**config.mk**
```make
export PLATFORM = sky130hd
export DESIGN_NAME = pc_select_unit
export DESIGN_NICKNAME = d
export VERILOG_FILES = /design/src/rtl/riscv_pkg.sv /design/src/rtl/pc_target_mux.sv /design/src/rtl/pc_select_unit.sv
export SDC_FILE = /design/constraint.sdc
export NUM_CORES = 1
export LEC_CHECK = 0
export CELL_PAD_IN_SITES_DETAIL_PLACEMENT = 0
export CELL_PAD_IN_SITES_GLOBAL_PLACEMENT = 1
export CORE_ASPECT_RATIO = 1.75
export CORE_UTILIZATION = 42
export CTS_CLUSTER_SIZE = 10
export DETAILED_ROUTE_END_ITERATION = 16
export GPL_TIMING_DRIVEN = 0
export PLACE_DENSITY_LB_ADDON = 0.1
export SKIP_LAST_GASP = 1
export SYNTH_ARGS = -nofsm -noshare
export SYNTH_HDL_FRONTEND = slang
export SYNTH_HIERARCHICAL = 1
export SYNTH_SLANG_ARGS = --single-unit
export TNS_END_PERCENT = 1
```
**constraint.sdc**
```tcl
create_clock -name clk -period 6.2 [get_ports clk]
set_input_delay 0.62 -clock clk [delete_from_list [all_inputs] [get_ports clk]]
set_output_delay 0.62 -clock clk [all_outputs]
set_load 0.02 [all_outputs]
```
**src/rtl/riscv_pkg.sv**
```systemverilog
// Shared fetch-side definitions: default widths, reset vector and the PC FSM state type.
package riscv_pkg;

    localparam int          XLEN_DEFAULT     = 32;
    localparam logic [31:0] RESET_PC_DEFAULT = 32'h0000_0000;

    typedef enum logic [1:0] {
        ST_BOOT = 2'd0,
        ST_RUN  = 2'd1,
        ST_HELD = 2'd2
    } pc_state_e;

    // Instruction fetch requires 4-byte aligned addresses.
    function automatic logic is_word_aligned(input logic [1:0] lsbs);
        return lsbs == 2'b00;
    endfunction

endpackage

```
**src/rtl/pc_target_mux.sv**
```systemverilog
// Resolves the redirect request and its target from branch/jal/jalr, fixed priority jalr > jal > branch.
module pc_target_mux
    import riscv_pkg::*;
#(
    parameter int XLEN = XLEN_DEFAULT
) (
    input  logic            branch,
    input  logic            zero,
    input  logic            jal,
    input  logic            jalr,
    input  logic [XLEN-1:0] target_pc,
    input  logic [XLEN-1:0] jalr_base,
    output logic            req,
    output logic [XLEN-1:0] tgt,
    output logic            tgt_misaligned
);

    logic taken;

    always_comb begin
        taken = branch & zero;
        req   = jalr | jal | taken;
        if (jalr) begin
            tgt = {jalr_base[XLEN-1:1], 1'b0};
        end else begin
            // jal and taken branch share the pc+imm target
            tgt = target_pc;
        end
        tgt_misaligned = req & ~is_word_aligned(tgt[1:0]);
    end

endmodule

```
**src/rtl/pc_select_unit.sv**
```systemverilog
// Fetch PC register with redirect handling: one-cycle redirect when free, capture-and-replay under stall.
module pc_select_unit
    import riscv_pkg::*;
#(
    parameter int              XLEN     = XLEN_DEFAULT,
    parameter logic [XLEN-1:0] RESET_PC = XLEN'(RESET_PC_DEFAULT)
) (
    input  logic            clk,
    input  logic            rst,
    input  logic            stall,
    input  logic            branch,
    input  logic            zero,
    input  logic            jal,
    input  logic            jalr,
    input  logic [XLEN-1:0] target_pc,
    input  logic [XLEN-1:0] jalr_base,
    output logic [XLEN-1:0] pc,
    output logic [XLEN-1:0] pc_plus4,
    output logic            fetch_valid,
    output logic            redirect,
    output logic            pending,
    output logic            misalign
);

    localparam logic [XLEN-1:0] FOUR = XLEN'(4);

    logic            req;
    logic [XLEN-1:0] tgt;
    logic            tgt_misaligned;

    pc_state_e       state_q, state_d;
    logic [XLEN-1:0] pc_q, pc_d;
    logic [XLEN-1:0] pc_plus4_q, pc_plus4_d;
    logic [XLEN-1:0] cap_q, cap_d;
    logic            fetch_valid_q, fetch_valid_d;
    logic            redirect_q, redirect_d;
    logic            pending_q, pending_d;
    logic            misalign_q, misalign_d;

    pc_target_mux #(.XLEN(XLEN)) u_target_mux (
        .branch         (branch),
        .zero           (zero),
        .jal            (jal),
        .jalr           (jalr),
        .target_pc      (target_pc),
        .jalr_base      (jalr_base),
        .req            (req),
        .tgt            (tgt),
        .tgt_misaligned (tgt_misaligned)
    );

    always_comb begin
        state_d    = state_q;
        pc_d       = pc_q;
        cap_d      = cap_q;
        pending_d  = pending_q;
        redirect_d = 1'b0;
        misalign_d = 1'b0;
        case (state_q)
            ST_BOOT: begin
                state_d = ST_RUN;
            end
            ST_RUN: begin
                if (req && tgt_misaligned) begin
                    // bad target is reported but otherwise treated as no request
                    misalign_d = 1'b1;
                    if (!stall) pc_d = pc_q + FOUR;
                end else if (stall) begin
                    if (req) begin
                        cap_d     = tgt;
                        pending_d = 1'b1;
                        state_d   = ST_HELD;
                    end
                end else if (req) begin
                    pc_d       = tgt;
                    redirect_d = 1'b1;
                end else begin
                    pc_d = pc_q + FOUR;
                end
            end
            ST_HELD: begin
                // first captured target wins; anything arriving while held is dropped
                if (!stall) begin
                    pc_d       = cap_q;
                    cap_d      = '0;
                    redirect_d = 1'b1;
                    pending_d  = 1'b0;
                    state_d    = ST_RUN;
                end
            end
            default: begin
                state_d   = ST_BOOT;
                pending_d = 1'b0;
            end
        endcase
        pc_plus4_d    = pc_d + FOUR;
        fetch_valid_d = (state_d != ST_BOOT);
    end

    always_ff @(posedge clk or posedge rst) begin
        if (rst) begin
            state_q       <= ST_BOOT;
            pc_q          <= RESET_PC;
            pc_plus4_q    <= RESET_PC + FOUR;
            cap_q         <= '0;
            fetch_valid_q <= 1'b0;
            redirect_q    <= 1'b0;
            pending_q     <= 1'b0;
            misalign_q    <= 1'b0;
        end else begin
            state_q       <= state_d;
            pc_q          <= pc_d;
            pc_plus4_q    <= pc_plus4_d;
            cap_q         <= cap_d;
            fetch_valid_q <= fetch_valid_d;
            redirect_q    <= redirect_d;
            pending_q     <= pending_d;
            misalign_q    <= misalign_d;
        end
    end

    assign pc          = pc_q;
    assign pc_plus4    = pc_plus4_q;
    assign fetch_valid = fetch_valid_q;
    assign redirect    = redirect_q;
    assign pending     = pending_q;
    assign misalign    = misalign_q;

endmodule

```
* Word-level counts from Yosys, hierarchy flattened
Index checks and enable logic that the tools add are counted.
Storage, ports and cells: register bits 102, bits in latches 0, bits in writable memories 0, bits in read-only memories 0, input bits 71, output and inout bits 68, logic and storage cells 58, memories 0
Operators by class: add/subtract/negate cells 2, multiply operators 0, divide/modulo/power cells 0, magnitude comparators 0, equal/unequal tests 6, shift operators 0, muxes and demuxes 29, bitwise logic cells 6, reductions and logical operators 7
Operators with widths (count):
- two-way mux 32 bit | 10
- case mux 32 bit (2 select lines) | 2
- adder 32 x 3 -> 32 bit (second input constant) | 2
- two-way mux 1 bit | 10
- AND reduction 5 bit | 2
- two-way mux 2 bit | 4
- != test 2 bit (second input constant) | 4
- case mux 2 bit (3 select lines) | 1
- logical NOT 2 bit | 2
- nonzero test 2 bit | 2
- case mux 1 bit (3 select lines) | 1
- bitwise AND 1 bit | 2
- == test 2 x 1 -> 1 bit (second input constant) | 1
- == test 2 bit (second input constant) | 1
- inverter 1 bit | 2
- bitwise OR 1 bit | 2
- case mux 1 bit (2 select lines) | 1
- logical AND 1 bit | 1

* Depth between registers and ports, before layout
Gate-level depths: netlist (run 1).
depth in word-level cells 8, gate-level depth with buffers 15

* Hierarchy
Netlist (run 1), hierarchy kept.
By module, submodules not included:
- pc_select_unit | times used 1, cells each 684, area an instance 6067.1 um^2, sequential area each 2503.7 um^2
- pc_target_mux | times used 1, cells each 38, area an instance 420.4 um^2, sequential area each 0.0 um^2

* Least setup slack after synthesis (run 1)
Ideal clock, no wire load.
path type input -> register, start in jalr, end reg pc_plus4_q[30], in the netlist pc_plus4[30], data arrival time 3.138 ns, required time 6.059 ns, slack 2.922 ns, cell stages on the path 14, cell sequence buf_6 mux2_4 o21a_1 nand2b_1 buf_2 buf_4 a211oi_1 a221o_1 ha_1 and3_1 clkbuf_1 nand4_2 nor3_1 xnor2_1
Between the ends: longest elaborated chain between the ends 8
RTL lines:
- start: declaration | line pc_select_unit.sv:14 | input logic jalr,
- two-way mux 32 bit | line pc_target_mux.sv:23 | if (jalr) begin
- net tgt[1] | line pc_select_unit.sv:28 | logic [XLEN-1:0] tgt;
- logical NOT 2 bit | line riscv_pkg.sv:15 | return lsbs == 2'b00;
- inverter 1 bit | line pc_target_mux.sv:29 | tgt_misaligned = req & ~is_word_aligned(tgt[1:0]);
- bitwise AND 1 bit | line pc_target_mux.sv:29
- net tgt_misaligned | line pc_select_unit.sv:29 | logic tgt_misaligned;
- logical AND 1 bit | line pc_select_unit.sv:64 | if (req && tgt_misaligned) begin
- two-way mux 32 bit | line pc_select_unit.sv:64
- case mux 32 bit (2 select lines) | line pc_select_unit.sv:59 | case (state_q)
- net pc_d[2] | line pc_select_unit.sv:32 | logic [XLEN-1:0] pc_q, pc_d;
- adder 32 x 3 -> 32 bit | line pc_select_unit.sv:96 | pc_plus4_d = pc_d + FOUR;
- net pc_plus4_d[30] | line pc_select_unit.sv:33 | logic [XLEN-1:0] pc_plus4_q, pc_plus4_d;
- end signal: assignment | line pc_select_unit.sv:104 | pc_plus4_q <= RESET_PC + FOUR;
- end signal: assignment | line pc_select_unit.sv:113 | pc_plus4_q <= pc_plus4_d;
- end: declaration | line pc_select_unit.sv:33
The timed path passes the listed nets, and every way through them passes these cells. A chain may end at the register's enable or synchronous reset.

* Worst setup path in the final report (run 1)
start in branch, end reg pc_plus4_q[30], in the netlist pc_plus4[30]
Between the ends: longest elaborated chain between the ends 7
RTL lines:
- start: declaration | line pc_select_unit.sv:11 | input logic branch,
- bitwise AND 1 bit | line pc_target_mux.sv:21 | taken = branch & zero;
- bitwise OR 1 bit | line pc_target_mux.sv:22 | req = jalr | jal | taken;
- net req | line pc_select_unit.sv:27 | logic req;
- bitwise AND 1 bit | line pc_target_mux.sv:29
- net tgt_misaligned | line pc_select_unit.sv:29
- logical AND 1 bit | line pc_select_unit.sv:64
- two-way mux 32 bit | line pc_select_unit.sv:64
- case mux 32 bit (2 select lines) | line pc_select_unit.sv:59
- net pc_d[3] | line pc_select_unit.sv:32
- adder 32 x 3 -> 32 bit | line pc_select_unit.sv:96
- net pc_plus4_d[30] | line pc_select_unit.sv:33
The timed path passes the listed nets, and every way through them passes these cells.

==> reports/results.ini, run 1 <==
[global_routing]
antenna_found_initial=0
track_usage_pct=33.5
grt_pass1_wl_um=39400
grt_max_degree=52
overflow=0
grt_pass1_vias=6711

[floorplanning]
initial_utilization_pct=43.3
top_level_ports=139
rows=59
die_w_um=96.0
core_sq_um=15000
dieArea_sq_um=16000
die_y_um=166

[synthesis]
synth_top_family_by_area=simple AND/OR/NAND/NOR gates
synthSimpleGateAreaFrac_pct=22.2
ys.flop_type=dfrtp_1
synthMuxAreaShare_pct=6.54
synth_xor_area_share_pct=4.05
syn_area_sq_um=6490
async_reset_ff_share_pct=100
synthAdderAreaFrac_pct=1.35
synth_fp_nets=800
yosysWarnings=6
synthCells=722
synth-seq-area-share_pct=38.6
synth-seq-cells=100
synth_compound_area_share_pct=20.8
avgSynthCellArea_sq_um=8.99
synth_edf_count=0
synth.distinct_cells=87

[detailed_routing]
firstDrtPassIters=5
viasPerCell=6.23
drt-initial-drc-count=460
drt_wl_total_um=25800
drc=0
wl_per_cell_um=24.4
ant_nets=0
via_count=6594

[placement]
dp_hpwl_um=19300
io_buffers=136
gp_congestion=0.925

[pwr]
p_sw_uw=2000
switching_share_pct=48.8
p_clk_share_pct=14.3
p_int_uw=2110
combPwrFrac_pct=57.0
power.leakage_uw=0.00349
power.density_nw_per_um2=489
peakVddDrop_uv=247
seq_power_share_pct=28.7

[hold_path]
hold_class=flip-flop to flip-flop

[finish]
nFillCells=1399
drive_above_1_share_pct=10.4
final_util_pct=56.1
diodes=0
syn2layout_area_growth_pct=29.5
final_common_cell=clkdlybuf4s50_1
layout_common_cells=136 x clkdlybuf4s50_1, 113 x nand2_1, 99 x dfrtp_1
fin_nets=948

[cts]
cts_max_path_buffers=2
cts_root_buf=clkbuf_16
numCtsBuffers=9
clk_latency_ns=0.36
cts_resized=0
holdBufCountCts=0
path_clk_slew_ns=0.07
cts_tree=built
clock_sinks=100
htree_levels=3
post-cts-setup-buffers=0

[timing]
fmax_ghz=0.236
timing.final.crit_period_ns=4.24
finalSetupTns_ns=0
tightest_slew_ns=0.890
maxSlewHeadroom_pct=40.5
setup-violations-final=0
finalCritPeriodShare_pct=68.4
rsz0062_at_grt=no
drv_slew=0
hold_viol=0
finClkSkew_ns=0.0126

[worst_setup_path]
startpoint_type=input pin
critPathCaptureType=flip-flop
cpMaxStageDelayCell=a211o_1
slowest_delay_ns=0.42
critPathArrivalTime_ns=4.45
crit_chain=clkdlybuf4s50_1, a211o_1, o21a_1, and2b_1, buf_2, mux2i_1, o221ai_1, ha_1, and3_1, clkbuf_1, nand4_2, nor3_1, xnor2_1
worst_ep_required_time_ns=6.42
crit_type=input pin to flip-flop
cp_max_fo=10

[job]
drv_cap=0

[outcome]
status=complete, no violations

-- worst paths after layout --
path	start	end	slack, ns	cells past startpoint
worst max-delay path	branch	pc_plus4[30]	1.96	13
worst min-delay path	cap_q[7]	cap_q[7]	0.49	2
worst max register to register	state_q[1]	pc_plus4[30]	1.97	13
worst min register to register	cap_q[7]	cap_q[7]	0.49	2
max in group asynchronous	rst	pc_plus4[2]	4.74	3
min in group asynchronous	rst	cap_q[31]	0.72	2
-- critical path, delay by kind of cell --
family / cells / cell delay, ns
fa+ha+maj: 1 / 0.25
compound gates: 3 / 1.00
simple gates: 4 / 1.27
mux: 1 / 0.13
xor+xnor: 1 / 0.10
buf+inv: 3 / 1.07
-- per-layer routing --
metal,track usage (%),wire (um),up-vias
met5,0,0,-
met4,17.0,1380,0
met3,5.62,1670,84
met2,57.7,13300,327
met1,38.9,9430,3250
li1,-,-,2933
-- registers in the layout (all words and copies together), names as in the netlist, named ones only --
register and count:
redirect 1, pending 1, fetch_valid 1, misalign 1, pc 30, pc_plus4 30, state_q 2, cap_q 32
-- layout make-up --
cell class	count	area (sq um)	area share (%)
clock inverters	5	61.3	0.730
well taps	183	229	2.73
flip-flops and latches	100	2500	29.8
repair buffers	137	1390	16.5
plain buffers	57	315	3.75
clock buffers	11	233	2.77
inverters	28	108	1.28
multi-input cells	537	3560	42.4
-- metrics by stage --
step	total power (uW)	worst slack [ns]	cell area (sq um)	hold slack (ns)	instances
detailed placement	3490	1.56	8110	0.471	1042
CTS	4080	1.90	8400	0.486	1058
global placement	3450	1.40	8080	0.459	1041
finish	4110	1.96	8400	0.488	1058
global route	4350	1.66	8400	0.506	1058
floorplan	2550	2.92	6490	0.445	722
-- power groups by stage --
stage               sequential [uW]  combinational, uW  clock (uW)
global placement               1170               2280           0
global route                   1210               2520         620
floorplan                      1310               1240           0
detailed placement             1180               2310           0
CTS                            1170               2320         590
finish                         1180               2340         589
-- cells in the mapped netlist, types with 7 or more instances --
cell	n	area [sq um]
nand2_1	113	424
mux2_1	30	338
nand4_1	14	87.6
inv_1	28	105
xor2_1	8	70.1
ha_1	7	87.6
o21ai_0	66	330
a21oi_1	30	150
o221ai_1	7	61.3
a31oi_1	14	87.6
and3_1	11	68.8
nor3_1	16	80.1
xnor2_1	22	193
buf_2	24	120
clkbuf_1	16	60.1
nor2_1	31	116
nand3_1	20	100
buf_4	7	52.6
nand2b_1	7	43.8
o21ai_1	8	40.0
dfrtp_1	99	2480
-- kinds of logic after synthesis --
group	Yosys count
simple gates	264
compound gates	198
flops	100
buf+inv	85
mux	38
xor+xnor	30
fa+ha+maj	7
(Power assumes the default switching activity.)
==> run 2: changes to the inputs <==
--- a/config.mk
+++ b/config.mk
@@ -8,7 +8,7 @@
 export CELL_PAD_IN_SITES_DETAIL_PLACEMENT = 0
 export CELL_PAD_IN_SITES_GLOBAL_PLACEMENT = 1
 export CORE_ASPECT_RATIO = 1.75
-export CORE_UTILIZATION = 42
+export CORE_UTILIZATION = 35
 export CTS_CLUSTER_SIZE = 10
 export DETAILED_ROUTE_END_ITERATION = 16
 export GPL_TIMING_DRIVEN = 0
==> constraint.sdc (replaced) <==
create_clock -name clk -period 3.8 [get_ports clk]
set_input_delay 0.38 -clock clk [delete_from_list [all_inputs] [get_ports clk]]
set_output_delay 0.38 -clock clk [all_outputs]
set_load 0.02 [all_outputs]
==> run 2 against run 1 <==
  * Clock power is 51% higher
  * Count of clock-buffer cells in the layout decreased by 1
  * Critical endpoint is now pc_plus4[31]
  * Combinational power is 67% higher
  * Critical path depth fell by 1
  * First-iteration DRC count down 8.7%
  * Highest routed layer unchanged
  * Sequential share of layout area is 0.38 points lower
  * Largest cell class unchanged
==> reports/results.ini, run 2 (synthesized netlist as in run 1, its figures left out) <==
[global_routing]
track_usage_pct=29.2  ; -4.3 points
grt_pass1_vias=6566  ; -2.2%
grt_max_degree=54  ; +3.8%
antenna_found_initial=0  ; unchanged
overflow=0  ; unchanged
grt_pass1_wl_um=40900  ; +3.8%

[detailed_routing]
wl_per_cell_um=24.5  ; +0.46%
firstDrtPassIters=5  ; unchanged
drt_wl_total_um=27100  ; +5.3%
viasPerCell=5.79  ; -7.2%
ant_nets=0  ; unchanged
drt-initial-drc-count=420  ; -8.7%
drc=0  ; unchanged
via_count=6417  ; -2.7%

[pwr]
p_clk_share_pct=13.3  ; -1.0 points
p_int_uw=3400  ; +61%
switching_share_pct=49.5  ; +0.73 points
peakVddDrop_uv=427  ; +73%
power.density_nw_per_um2=790  ; +62%
combPwrFrac_pct=58.1  ; +1.1 points
power.leakage_uw=0.00352  ; +0.77%
seq_power_share_pct=28.7  ; about the same
p_sw_uw=3330  ; +66%

[worst_setup_path]
crit_end=pc_plus4[31]
r2r-start=state_q[1]
crit_type=input pin to flip-flop
startpoint=branch
reg2reg_slack_ns=0.17  ; -1.80 ns
cp_max_fo=10  ; unchanged
startpoint_type=input pin
rr_worst_depth=10  ; -3
r2r-end=pc_plus4[31]
worst_ep_required_time_ns=4.09  ; -2.33 ns
critPathArrivalTime_ns=3.98  ; -0.47 ns
critPathCaptureType=flip-flop

[timing]
finClkSkew_ns=0.00951  ; -0.00306 ns
finalSetupTns_ns=0  ; unchanged
finalCritPeriodShare_pct=96.9
fmax_ghz=0.272
setup-violations-final=0  ; unchanged
drv_slew=0  ; unchanged
rsz0062_at_grt=yes
finalWorstSetupSlack_ns=0.117  ; -1.84 ns
hold_viol=0  ; unchanged
maxSlewHeadroom_pct=36.6  ; -3.9 points
tightest_slew_ns=0.948  ; +0.0580 ns
timing.final.crit_period_ns=3.68

[floorplanning]
die_y_um=182  ; +9.4%
core_sq_um=18100  ; +20%
rows=65  ; +10%
dieArea_sq_um=19100  ; +20%
die_w_um=105  ; +9.3%
initial_utilization_pct=35.9  ; -7.4 points
top_level_ports=139  ; unchanged

[finish]
layout_common_cells=136 x clkdlybuf4s50_1, 113 x nand2_1, 99 x dfrtp_1
regMostFlops=cap_q
drive_above_1_share_pct=11.5  ; +1.1 points
final_common_cell=clkdlybuf4s50_1
syn2layout_area_growth_pct=31.2
nFillCells=1781  ; +27%
diodes=0  ; unchanged
fin_nets=948  ; unchanged
largest_reg_flops=32  ; unchanged

[outcome]
status=complete, no violations

[placement]
dp_hpwl_um=20400  ; +5.9%
io_buffers=136  ; unchanged
pre_cts_ws_ns=-0.681  ; -2.24 ns
gp_congestion=0.926  ; +0.17%

[cts]
holdBufCountCts=0  ; unchanged
htree_levels=3  ; unchanged
clk_latency_ns=0.37  ; about the same
clock_sinks=100  ; unchanged
path_clk_slew_ns=0.07  ; about the same
numCtsBuffers=9  ; unchanged
cts_root_buf=clkbuf_16
cts_tree=built
cts_max_path_buffers=2  ; unchanged

[hold_path]
hold_class=input pin to flip-flop

[job]
drv_cap=0  ; unchanged

[run 2: cell types whose count changed in the layout (fill, tap and decap cells not counted), moves of 2 or more]
cell / change
clkbuf_2: +2
clkinv_2: +2
clkinv_4: -2
clkbuf_1: -5
clkinvlp_4: +2
[run 2: power by group through the flow]
| stage | clock, uW | sequential [uW] | combinational (uW) |
|---|---|---|---|
| finish | 891 | 1930 | 3910 |
| global route | 952 | 1980 | 4210 |
| CTS | 914 | 1920 | 3850 |
| detailed placement | 0 | 1940 | 3840 |
| global placement | 0 | 1930 | 3800 |
| floorplan | 0 | 2130 | 2030 |
[run 2: what timing repair did]
action                                 in CTS  in global routing
pin swaps                                   1                  1
endpoints found under the hold margin       0                  0
buffers inserted                            0                  1
gates resized for setup                     3                 11
setup endpoints to repair                  14                 16
[run 2: critical path: stages]
cell	delay (ns)
clkdlybuf4s50_1	0.39
a211o_1	0.42
o21a_2	0.23
and2b_1	0.35
nor2_1	0.17
clkbuf_2	0.28
o211ai_1	0.18
o221ai_2	0.23
nor4_4	0.42
nand4_4	0.33
nor4_4	0.40
xor2_1	0.18
[run 2: routing by layer]
layer / vias to the layer above / share of wire [%] / GRT usage (%)
met5: - / 0 / 0
met4: 0 / 3.3 / 11.8
met3: 39 / 4.7 / 3.39
met2: 267 / 55 / 55.5
met1: 3192 / 37 / 32.5
li1: 2919 / - / -
[run 2: layout make-up]
cell class | count | area (sq um) | area share [%]
multi-input cells | 537 | 3620 | 42.5
flip-flops and latches | 100 | 2500 | 29.4
repair buffers | 138 | 1400 | 16.4
plain buffers | 56 | 317 | 3.72
well taps | 234 | 293 | 3.44
clock buffers | 10 | 239 | 2.81
inverters | 28 | 108 | 1.26
clock inverters | 6 | 38.8 | 0.456
[run 2: how the worst min path moves through the flow]
stage / start / end / slack, ns / depth (start not counted)
floorplan: cap_q[10] / cap_q[10] / 0.44 / 2
global placement: cap_q[7] / cap_q[7] / 0.46 / 2
detailed placement: cap_q[10] / cap_q[10] / 0.47 / 2
CTS: jalr / cap_q[0] / 0.38 / 4
global route: jalr / cap_q[0] / 0.42 / 4
finish: jalr / cap_q[0] / 0.39 / 4
[run 2: stage by stage]
step	power, uW	area (sq um)	hold WS, ns	utilization (%)	instances
3_5_place_dp	5780	8170	0.466	45.3	1093
5_1_grt	7140	8510	0.419	47.1	1109
2_1_floorplan	4160	6490	0.445	-	722
3_3_place_gp	5730	8140	0.457	45.1	1092
6_report	6730	8510	0.388	47.1	1109
4_1_cts	6690	8460	0.377	46.8	1108
